==> src/rtl/stall_sequencer.sv <==
// Multi-source pipeline stall generator: merges N-cycle stall requests, holds stall
// for the longest outstanding demand, honours flush. Optional macro: STALL_PERF_EN.
module stall_sequencer #(
  parameter int NUM_SRC   = 2,
  parameter int CNT_W     = 2,
  parameter int MAX_STALL = 2,
  parameter int PERF_W    = 16
) (
  input  logic                     clk,
  input  logic                     rst,
  input  logic [NUM_SRC*CNT_W-1:0] stall_req,
  input  logic                     flush,
  output logic                     stall,
  output logic                     busy,
  output logic [CNT_W-1:0]         remaining,
`ifdef STALL_PERF_EN
  output logic [PERF_W-1:0]        perf_count,
`endif
  output logic                     err
);

  localparam logic [CNT_W-1:0] MAX_C = CNT_W'(MAX_STALL);

  if (MAX_STALL > (2**CNT_W) - 1) begin : g_bad_max
    $error("stall_sequencer: MAX_STALL does not fit in CNT_W bits");
  end
  if (NUM_SRC < 1) begin : g_bad_src
    $error("stall_sequencer: NUM_SRC must be >= 1");
  end
  if (MAX_STALL < 1) begin : g_bad_min
    $error("stall_sequencer: MAX_STALL must be >= 1");
  end

  logic [CNT_W-1:0] req_max;
  logic             illegal;
  logic [CNT_W-1:0] eff;
  logic [CNT_W-1:0] dec;
  logic [CNT_W-1:0] new_cnt;
  logic [CNT_W-1:0] remaining_next;

  always_comb begin
    req_max = '0;
    for (int unsigned i = 0; i < NUM_SRC; i++) begin
      if (stall_req[i*CNT_W +: CNT_W] > req_max)
        req_max = stall_req[i*CNT_W +: CNT_W];
    end
    illegal = (req_max > MAX_C);
    eff     = illegal ? MAX_C : req_max;
    // The request cycle itself is one of the N stall cycles, so only N-1 are owed.
    dec     = (remaining == '0) ? '0 : remaining - 1'b1;
    new_cnt = (eff == '0) ? '0 : eff - 1'b1;
    if (flush)
      remaining_next = '0;
    else
      remaining_next = (dec > new_cnt) ? dec : new_cnt;
    stall = rst & ~flush & ((remaining != '0) | (eff != '0));
  end

  assign busy = (remaining != '0);

  always_ff @(posedge clk) begin
    if (!rst) begin
      remaining <= '0;
      err       <= 1'b0;
    end else begin
      remaining <= remaining_next;
      err       <= illegal;
    end
  end

`ifdef STALL_PERF_EN
  always_ff @(posedge clk) begin
    if (!rst)
      perf_count <= '0;
    else if (stall && (perf_count != '1))
      perf_count <= perf_count + 1'b1;
  end
`endif

endmodule
==> config.mk <==
export PLATFORM = sky130hd
export DESIGN_NAME = stall_sequencer
export DESIGN_NICKNAME = d
export VERILOG_FILES = /design/src/rtl/stall_sequencer.sv
export SDC_FILE = /design/constraint.sdc
export NUM_CORES = 1
export LEC_CHECK = 0
export BUFFER_PORTS_ARGS = -buffer_cell sky130_fd_sc_hd__buf_2
export CAP_MARGIN = 30
export CORE_AREA = 8 8 45 47
export DETAILED_ROUTE_END_ITERATION = 8
export DIE_AREA = 0 0 53 55
export GPL_ROUTABILITY_DRIVEN = 0
export MAX_ROUTING_LAYER = met4
export PLACE_DENSITY = 0.44
export SLEW_MARGIN = 15
export SYNTH_ARGS = -nofsm -noshare
export SYNTH_HDL_FRONTEND = slang
export SYNTH_SLANG_ARGS = --single-unit
==> constraint.sdc <==
create_clock -name clk -period 1.65 [get_ports clk]
set_input_delay 0 -clock clk [delete_from_list [all_inputs] [get_ports clk]]
set_output_delay 0 -clock clk [all_outputs]
set_load 0.01 [all_outputs]
==> qor.yml <==
synth_edf_count: 0
layout_setup_ws_ns: 0.507
r2r_setup_slack_ns: 0.99
netSwitchingPower_mw: 0.0651
worstHoldEndpoint: "err$_SDFF_PN0_"
place_hpwl_um: 431
cts_resized: 0
finClkSkew_ns: 0.0000483
die_h_um: 55
clk_pin_slew_ns: 0.04
insertion_delay_ns: 0.24
critPathRequiredTime_ns: 1.65
grt_use_met2_pct: 4.49
num_antenna_cells: 0
ys_top_cells_by_count: "inv_1 (4), dfxtp_1 (3), ha_1 (3)"
crit_path_end_kind: "output pin"
grtUsageTotal_pct: 4.67
synthTopCellsByArea: "dfxtp_1 (30%), ha_1 (19%), inv_1 (7.5%)"
setup_violations: 0
internal_power_mw: 0.192
min_path_type: "input pin to register"
multi_input_area_um2: 125
cap_violations: 0
dp.cells: 51
cts_buffer_depth: 2
max_freq_mhz: 875
row_count: 14
rsz0062_at_grt: "no"
cts.sinks: 3
slowest_stage: "dfxtp_1"
fin_area_um2: 302
syn-mean-instance-area_um2: 8.34
status: "completed"
synth_nets: 34
synthAdderAreaFrac_pct: 18.8
syn_area_um2: 200
fin_nets: 50
cp-start-kind: "register"
grt_pass1_wl_um: 800
slew_viol_final: 0
async_flop_share_pct: 0
crit_chain: "or2_1, nor2_1, a31oi_1, buf_2"
reg2reg_to: "remaining[0]$_SDFF_PN0_"
drive_gt1_share_pct: 38.5
seqPwrFrac_pct: 30.3
first_iter_violations: 2
hold_start: "rst"
tritoncts: "done"
stdcell_count: 55
synth_top_area_share_pct: 30.0
gr-usage-met3_pct: 4.01
rr_worst_depth: 2
synth_compound_gate_area_share_pct: 20.6
critPathKind: "register to output pin"
drc: 0
avgViaCountPerCell: 3.95
io_pins: 12
synthToLayoutAreaGrowth_pct: 50.6
busiest_layer: "met4"
p_per_area_nw_per_um2: 852
cts_max_level: 1
dieArea_um2: 2920
dieWidth_um: 53
vias: 217
dp_slack_ns: 0.538
met1_usage_pct: 4.10
worst_pin_slew_ns: 0.160
dpl_cell_area_um2: 275
syn_inst: 24
grt_max_degree: 6
fillers: 162
hold_viol_final: 0
power_leakage_nw: 0.171
cts.hold.buffers_added: 0
path_buf_inv: 1
start_util_pct: 14.5
arrival_ns: 1.14
antenna_found_initial: 0
seq_area_um2: 60.1
ys_warn_count: 0
cts_inserted_buffers: 3
synth_top_family_by_area: "simple AND/OR/NAND/NOR gates"
core_area_um2: 1380
first_pass_iters: 4
peakVddDrop_mv: 0.154
critical-path-top-delay-family: "simple AND/OR/NAND/NOR gates"
clock_power_share_pct: 50.8
yosysMostFrequentCell: "inv_1"
ys_seq_area_share_pct: 30.0
p_sw_share_pct: 25.3
grt_pass1_vias: 207
synth.distinct_cells: 14
wl_per_cell_um: 9.44
cts_setup_buffers: 0
overflow: 0
setup_tns_ns: 0
r2r-start: "remaining[1]$_SDFF_PN0_"
ys.flop_type: "dfxtp_1"
period_needed_ns: 1.14
antenna_left: 0
hold_depth: 3
crit_fanout: 5
ys_ff_latch: 3
whs_ns: 0.0248
synth_simple_gate_area_share_pct: 23.1
max_slew_margin_pct: 89.3
io_buffers: 11
yosys.area.top_type: "dfxtp_1"
synth_xor_area_share_pct: 0
p_comb_share_pct: 18.9
period_share_pct: 69.3
root_buffer: "clkbuf_4"
post-route-util_pct: 21.8
synth_mux_area_share_pct: 0
totalWireLength_um: 519
slowest_delay_ns: 0.33
p_total_mw: 0.257
-- state kept, by name, summed over array words and instances (netlist names) --
signal     count
err            1
remaining      2
-- logic make-up after synthesis --
logic type      Yosys count
simple gates              8
compound gates            6
buf+inv                   4
fa+ha+maj                 3
flops                     3
-- layout by cell type, fill, tap and decap left out, types with 2 or more instances in the layout --
| cell type | instances |
|---|---|
| dfxtp_1 | 3 |
| buf_2 | 11 |
| a21oi_1 | 2 |
| nor2_1 | 2 |
| nand2_1 | 2 |
| ha_1 | 3 |
| clkbuf_4 | 3 |
| inv_1 | 4 |
-- cell type report --
class	instances	share of cell area (%)
Inverter	4	4.98
Multi-Input combinational cell	17	41.5
Tap cell	16	6.64
Clock buffer	4	8.71
Timing Repair Buffer	11	18.3
Sequential cell	3	19.9
-- how the worst max path moves through the flow --
stage          slack, ns    end  cells after the start               startpoint
2_1_floorplan       0.75  stall                      5             stall_req[3]
3_3_place_gp        0.54  stall                      7             stall_req[3]
3_5_place_dp        0.54  stall                      7             stall_req[3]
4_1_cts             0.49  stall                      4  remaining[1]$_SDFF_PN0_
5_1_grt             0.42  stall                      4  remaining[1]$_SDFF_PN0_
6_report            0.51  stall                      4  remaining[1]$_SDFF_PN0_
-- tightest hold or removal path: stages --
cell	delay, ns
buf_2	0.10
nand2_1	0.07
a21oi_1	0.04
-- power groups by stage --
stage	Clock (mW)	Sequential (mW)	Combinational, mW
6_report	0.131	0.0778	0.0485
5_1_grt	0.148	0.0780	0.0540
4_1_cts	0.141	0.0778	0.0494
3_5_place_dp	0	0.0789	0.0493
3_3_place_gp	0	0.0789	0.0491
2_1_floorplan	0	0.0807	0.0290
-- metal layers --
metal | wire [um] | vias up | share of wire, %
li1 | - | 109 | -
met1 | 254 | 92 | 49
met2 | 186 | 14 | 36
met3 | 56 | 2 | 11
met4 | 22 | 0 | 4.2
met5 | 0 | - | 0
(Power assumes the default switching activity.)
